$ cat config.mk
export PLATFORM = sky130hd
export DESIGN_NAME = dbg_byte_out
export DESIGN_NICKNAME = d
export VERILOG_FILES = /design/src/rtl/dbg_byte_out_pkg.sv /design/src/rtl/dbg_byte_out_sync_fifo.sv /design/src/rtl/dbg_byte_out.sv
export SDC_FILE = /design/constraint.sdc
export NUM_CORES = 1
export LEC_CHECK = 0
export CAP_MARGIN = 20
export CELL_PAD_IN_SITES_DETAIL_PLACEMENT = 2
export CELL_PAD_IN_SITES_GLOBAL_PLACEMENT = 2
export CORE_ASPECT_RATIO = 0.5
export CORE_MARGIN = 3
export CORE_UTILIZATION = 46
export CTS_BUF_LIST = sky130_fd_sc_hd__clkbuf_8
export DETAILED_ROUTE_END_ITERATION = 8
export PLACE_DENSITY_LB_ADDON = 0.2
export RECOVER_POWER = 100
export REMOVE_ABC_BUFFERS = 1
export SLEW_MARGIN = 20
export SYNTH_ARGS = -nofsm -noshare
export SYNTH_HDL_FRONTEND = slang
export SYNTH_SLANG_ARGS = --single-unit
$ cat constraint.sdc
create_clock -name clk -period 3 [get_ports clk]
set_input_delay 0.6 -clock clk [delete_from_list [all_inputs] [get_ports clk]]
set_output_delay 0.6 -clock clk [all_outputs]
set_load 0.01 [all_outputs]
$ cat src/rtl/dbg_byte_out_pkg.sv
//------------------------------------------------------------------------------
// dbg_byte_out_pkg
// Shared FSM encodings and debug-bus constants for the debug byte serializer.
// Revision: 1.0
//------------------------------------------------------------------------------
`default_nettype none

package dbg_byte_out_pkg;

   typedef enum logic [1:0] {
      ST_IDLE = 2'd0,
      ST_SEND = 2'd1,
      ST_GAP  = 2'd2
   } dbg_state_t;

   localparam int BYTES_PER_WORD = 4;

   // Debug pin bus shape, reused by the board-level pin mapping.
   localparam int              DBG_BUS_W     = 8;
   localparam logic [7:0]      DBG_IDLE_BYTE = 8'h00;

endpackage

`default_nettype wire

$ cat src/rtl/dbg_byte_out_sync_fifo.sv
//------------------------------------------------------------------------------
// sync_fifo
// Single-clock word FIFO; a push into a full FIFO is accepted when a pop
// happens in the same cycle.
// Revision: 1.0
//------------------------------------------------------------------------------
`default_nettype none

module sync_fifo #(
   parameter int WIDTH = 32,
   parameter int DEPTH = 4
) (
   input  logic                     clk,
   input  logic                     rst_n,
   input  logic                     push,
   input  logic                     pop,
   input  logic [WIDTH-1:0]         din,
   output logic [WIDTH-1:0]         dout,
   output logic                     full,
   output logic                     empty,
   output logic [$clog2(DEPTH):0]   count
);

   localparam int c_PTR_W = $clog2(DEPTH);

   logic [WIDTH-1:0]   r_mem [DEPTH];
   logic [c_PTR_W-1:0] r_wr_ptr;
   logic [c_PTR_W-1:0] r_rd_ptr;
   logic [c_PTR_W:0]   r_count;
   logic               w_do_push;
   logic               w_do_pop;

   assign w_do_pop  = pop && !empty;
   assign w_do_push = push && (!full || w_do_pop);

   always_ff @(posedge clk) begin
      if (w_do_push) begin
         r_mem[r_wr_ptr] <= din;
      end
   end

   always_ff @(posedge clk or negedge rst_n) begin
      if (!rst_n) begin
         r_wr_ptr <= '0;
         r_rd_ptr <= '0;
         r_count  <= '0;
      end else begin
         if (w_do_push) r_wr_ptr <= r_wr_ptr + c_PTR_W'(1);
         if (w_do_pop)  r_rd_ptr <= r_rd_ptr + c_PTR_W'(1);
         case ({w_do_push, w_do_pop})
            2'b10:   r_count <= r_count + (c_PTR_W+1)'(1);
            2'b01:   r_count <= r_count - (c_PTR_W+1)'(1);
            default: r_count <= r_count;
         endcase
      end
   end

   assign full  = (r_count == (c_PTR_W+1)'(DEPTH));
   assign empty = (r_count == '0);
   assign count = r_count;
   assign dout  = r_mem[r_rd_ptr];

endmodule

`default_nettype wire

$ cat src/rtl/dbg_byte_out.sv
//------------------------------------------------------------------------------
// dbg_byte_out
// Captures data-memory stores into a word FIFO and streams them LSB first
// on an 8-bit debug bus with a per-byte strobe and an end-of-word marker.
// Revision: 1.0
//------------------------------------------------------------------------------
`default_nettype none

module dbg_byte_out
   import dbg_byte_out_pkg::*;
#(
   parameter int DEPTH = 4,
   parameter int HOLD  = 4
) (
   input  logic                 clk,
   input  logic                 rst_n,
   input  logic                 wr_en,
   input  logic [31:0]          wr_data,
   input  logic                 clr_ovf,
   output logic [DBG_BUS_W-1:0] byte_out,
   output logic                 byte_stb,
   output logic                 last,
   output logic                 busy,
   output logic                 full,
   output logic                 overflow
);

   localparam int                  c_HOLD_W    = $clog2(HOLD);
   localparam int                  c_CNT_W     = $clog2(DEPTH) + 1;
   localparam logic [c_HOLD_W-1:0] c_HOLD_LAST = c_HOLD_W'(HOLD - 1);
   localparam logic [1:0]          c_LAST_IDX  = 2'(BYTES_PER_WORD - 1);

   dbg_state_t          r_state;
   logic [31:0]         r_shift;
   logic [1:0]          r_byte_idx;
   logic [c_HOLD_W-1:0] r_hold_cnt;
   logic [7:0]          r_byte_out;
   logic                r_byte_stb;
   logic                r_last;
   logic                r_overflow;

   logic                w_pop;
   logic                w_push;
   logic                w_drop;
   logic                w_empty;
   logic                w_full;
   logic [31:0]         w_head;
   logic [c_CNT_W-1:0]  w_count;

   assign w_pop  = (r_state == ST_IDLE) && !w_empty;
   assign w_push = wr_en && (!w_full || w_pop);
   assign w_drop = wr_en && w_full && !w_pop;

   sync_fifo #(
      .WIDTH (32),
      .DEPTH (DEPTH)
   ) u_fifo (
      .clk   (clk),
      .rst_n (rst_n),
      .push  (w_push),
      .pop   (w_pop),
      .din   (wr_data),
      .dout  (w_head),
      .full  (w_full),
      .empty (w_empty),
      .count (w_count)
   );

   // Outputs are loaded with the value the next state presents, so the
   // first byte appears in the same cycle the FSM enters SEND.
   always_ff @(posedge clk or negedge rst_n) begin
      if (!rst_n) begin
         r_state    <= ST_IDLE;
         r_shift    <= '0;
         r_byte_idx <= '0;
         r_hold_cnt <= '0;
         r_byte_out <= DBG_IDLE_BYTE;
         r_byte_stb <= 1'b0;
         r_last     <= 1'b0;
      end else begin
         case (r_state)
            ST_IDLE: begin
               if (w_pop) begin
                  r_state    <= ST_SEND;
                  r_shift    <= w_head;
                  r_byte_idx <= '0;
                  r_hold_cnt <= '0;
                  r_byte_out <= w_head[7:0];
                  r_byte_stb <= 1'b1;
                  r_last     <= 1'b0;
               end else begin
                  r_byte_out <= DBG_IDLE_BYTE;
                  r_byte_stb <= 1'b0;
                  r_last     <= 1'b0;
               end
            end
            ST_SEND: begin
               if (r_hold_cnt == c_HOLD_LAST) begin
                  r_hold_cnt <= '0;
                  if (r_byte_idx == c_LAST_IDX) begin
                     r_state    <= ST_GAP;
                     r_byte_out <= DBG_IDLE_BYTE;
                     r_byte_stb <= 1'b0;
                     r_last     <= 1'b0;
                  end else begin
                     r_shift    <= {8'h00, r_shift[31:8]};
                     r_byte_idx <= r_byte_idx + 2'd1;
                     r_byte_out <= r_shift[15:8];
                     r_byte_stb <= 1'b1;
                     r_last     <= ((r_byte_idx + 2'd1) == c_LAST_IDX);
                  end
               end else begin
                  r_hold_cnt <= r_hold_cnt + c_HOLD_W'(1);
                  r_byte_stb <= 1'b0;
               end
            end
            ST_GAP: begin
               r_state    <= ST_IDLE;
               r_byte_out <= DBG_IDLE_BYTE;
               r_byte_stb <= 1'b0;
               r_last     <= 1'b0;
            end
            default: begin
               r_state    <= ST_IDLE;
               r_byte_out <= DBG_IDLE_BYTE;
               r_byte_stb <= 1'b0;
               r_last     <= 1'b0;
            end
         endcase
      end
   end

   // A dropped write outranks a same-cycle clear.
   always_ff @(posedge clk or negedge rst_n) begin
      if (!rst_n) begin
         r_overflow <= 1'b0;
      end else if (w_drop) begin
         r_overflow <= 1'b1;
      end else if (clr_ovf) begin
         r_overflow <= 1'b0;
      end
   end

   assign byte_out = r_byte_out;
   assign byte_stb = r_byte_stb;
   assign last     = r_last;
   assign busy     = (r_state != ST_IDLE) || (w_count != '0);
   assign full     = w_full;
   assign overflow = r_overflow;

endmodule

`default_nettype wire

==> flow_summary.toml, run 1 <==
[timing]
final-max-slew-violation-count = 19
fin_crit_sh_pct = 90.0
final-setup-viol-count = 0
clock_skew_ns = 0.0224
rsz0062_at_grt = "no"
fmax_mhz = 370
worst_pin_slew_ns = 1.66
hold_viol_final = 0
relSlewSlack_pct = -11.3
period_minus_slack_ns = 2.70
tns_ns = 0

[global_route]
grt_max_degree = 33
grt_pass1_vias = 4502
grt_pass1_wl_mm = 29.0
antenna_found_initial = 0
grt_overflow = 0
grt_usage_pct = 23.6

[clock_network]
cts_tree = "built"
path_clk_slew_ns = 0.11
ctsResizeCount = 0
ctsLongestPathBuffers = 2
htree_levels = 4
hold_buffers = 0
numCtsBuffers = 17
clockRootBuffer = "clkbuf_8"
clock-sinks = 176
post_cts_buffers = 0
clock_latency_ns = 0.48

[logic_synthesis]
synth_compound_area_share_pct = 5.87
synth.distinct_cells = 41
synth_edf_count = 128
ys.flop_type = "edfxtp_1"
synthArstFlopShare_pct = 27.3
synth_top_family_by_area = "multiplexers"
synthSimpleGateAreaFrac_pct = 5.30
syn_area_per_cell_um2 = 17.5
yosysWarnings = 0
synthCells = 400
syn_area_mm2 = 0.00699
synth-xor-area-share_pct = 0.752
synth-seq-cells = 176
seq_area_frac_synth_pct = 72.2
synthMuxAreaShare_pct = 11.7
synthAdderAreaFrac_pct = 1.72

[pwr]
power.density_mw_per_mm2 = 1010
power.leakage_nw = 2.91
ir_worst_vdd_mv = 0.319

[floorplanning]
initial_utilization_pct = 47.7
die_height_um = 93.2
fp.dieW_um = 180
rows = 31
io_pins = 49
core_mm2 = 0.0147
die_area_mm2 = 0.0168

[detailed_routing]
drt_iter0_drc = 328
wl_mm = 18.9
drc = 0
drt_first_pass_iters = 5
post_drt_wl_per_cell_um = 28.2
routed_via_density = 6.00
via_count = 4021
ant_nets = 0

[placement]
gp_congestion = 0.735
place_area_mm2 = 0.00773
dpl.hpwl_mm = 11.3
port_buffers = 48

[layout]
multiInputGateArea_mm2 = 0.00177
n_fill_cell = 1284
final_cell_mix = "128 x edfxtp_1, 47 x dfrtp_1, 45 x dlygate4sd3_1"
fin_nets = 504
design_area_mm2 = 0.00808
syn_to_final_growth_pct = 15.6
diodes = 0
layout-drive-gt1-share_pct = 14.6
seq_area_mm2 = 0.00505
layout_commonest_cell = "edfxtp_1"

[worst_setup_path]
end_kind = "output port"
worstPathMaxFanout = 5
slowest_stage = "dlygate4sd3_1"
cp.required_ns = 2.40
rrSetupSlack_ns = 0.37
arrival_ns = 2.10
cpPeakStageDelay_ns = 0.61
path_cells = "or3b_2 > inv_1 > dlygate4sd3_1"
path_class = "flip-flop to output port"
cp-start-kind = "flip-flop"

[run]
maxCapViolCount = 1

[hold_path]
hp-class = "input pin to asynchronous set/reset pin"

[run_status]
violations = "capacitance limit, slew limit"
status = "finished with violations"
[layout make-up]
| type | count | area share, % |
|---|---|---|
| Inverter | 11 | 0.511 |
| Clock inverter | 15 | 1.84 |
| Sequential cell | 176 | 62.5 |
| Timing Repair Buffer | 65 | 7.36 |
| Multi-Input combinational cell | 188 | 21.9 |
| Tap cell | 198 | 3.07 |
| Clock buffer | 17 | 2.90 |
[state kept, by name, summed over array words and instances (netlist names)]
| name | count |
|---|---|
| u_fifo.count | 3 |
| r_hold_cnt | 2 |
| u_fifo.r_rd_ptr | 2 |
| byte_stb | 1 |
| r_shift | 24 |
| r_state | 2 |
| byte_out | 8 |
| last | 1 |
| overflow | 1 |
| u_fifo.r_wr_ptr | 2 |
| u_fifo.r_mem | 128 |
| r_byte_idx | 2 |
[synthesized netlist by cell type (2+ instances only)]
cell	instances	area (µm²)
dfrtp_1	48	1200
mux4_1	11	289
nor2_1	6	22.5
a31oi_1	17	106
inv_1	11	41.3
o21ai_0	11	55.1
a221o_1	7	70.1
buf_4	2	15.0
xor2_1	3	26.3
mux4_2	21	473
buf_1	2	7.51
nand3_1	9	45.0
buf_2	9	45.0
clkbuf_1	10	37.5
xnor2_1	3	26.3
mux2_2	2	22.5
nand2_1	42	158
and3_1	8	50.1
and2_1	4	25.0
a211oi_1	16	120
edfxtp_1	128	3840
mux2i_1	3	30.0
a22o_1	2	17.5
ha_1	8	100
[report_power, final]
| part | switching (mW) | internal [mW] | leakage [nW] |
|---|---|---|---|
| sequential | 0.456 | 3.32 | 1.75 |
| combinational | 1.59 | 1.15 | 0.975 |
| clock | 0.971 | 0.684 | 0.186 |
[metrics by stage]
step	power, mW	hold slack, ns	utilization (%)	cells	setup slack, ns
6_report	8.17	0.355	55.1	670	0.300
4_1_cts	8.31	0.0709	55.4	670	0.328
3_5_place_dp	6.56	0.494	52.7	638	0.403
5_1_grt	8.60	0.389	55.1	670	0.204
2_1_floorplan	5.27	0.304	-	375	-0.0112
3_3_place_gp	6.21	0.483	52.7	638	0.608
[metal layers]
layer  global-route usage, %  wire length (µm)  vias up
met2                    40.7              9660      153
li1                        -                 -     1687
met1                    30.9              8080     2166
met4                    6.32               177        0
met5                       0                 0        -
met3                    5.36               975       15
[final timing paths]
check,from,to,depth (start not counted)
max,u_fifo.count[0],full,3
min,rst_n,r_state[1],1
max reg2reg,r_state[1],r_shift[9],3
min reg2reg,overflow,overflow,1
max in group asynchronous,rst_n,u_fifo.r_rd_ptr[0],2
min in group clk,overflow,overflow,1
[cells by family (layout without fill, tap and decap cells)]
group                    Yosys count  count (layout)
AO/OA/AOI/OAI                     58              58
XOR/XNOR                           6               6
buffers and inverters             36             108
flip-flops                       176             176
multiplexers                      37              37
adder cells (fa/ha/maj)            9               9
AND/OR/NAND/NOR                   78              78
[worst max-delay path, delay by kind of cell (launching register included)]
family        cells  cell delay (ns)
buf+inv           2             0.71
simple gates      1             0.47
flops             1             0.45
Power figures use the tool's default switching activity.
==> run 2: changes to the inputs <==
Settings changed: TNS_END_PERCENT from default to 20.
==> results of run 2 <==
Final layout, timing and power as in run 1 (identical DEF).
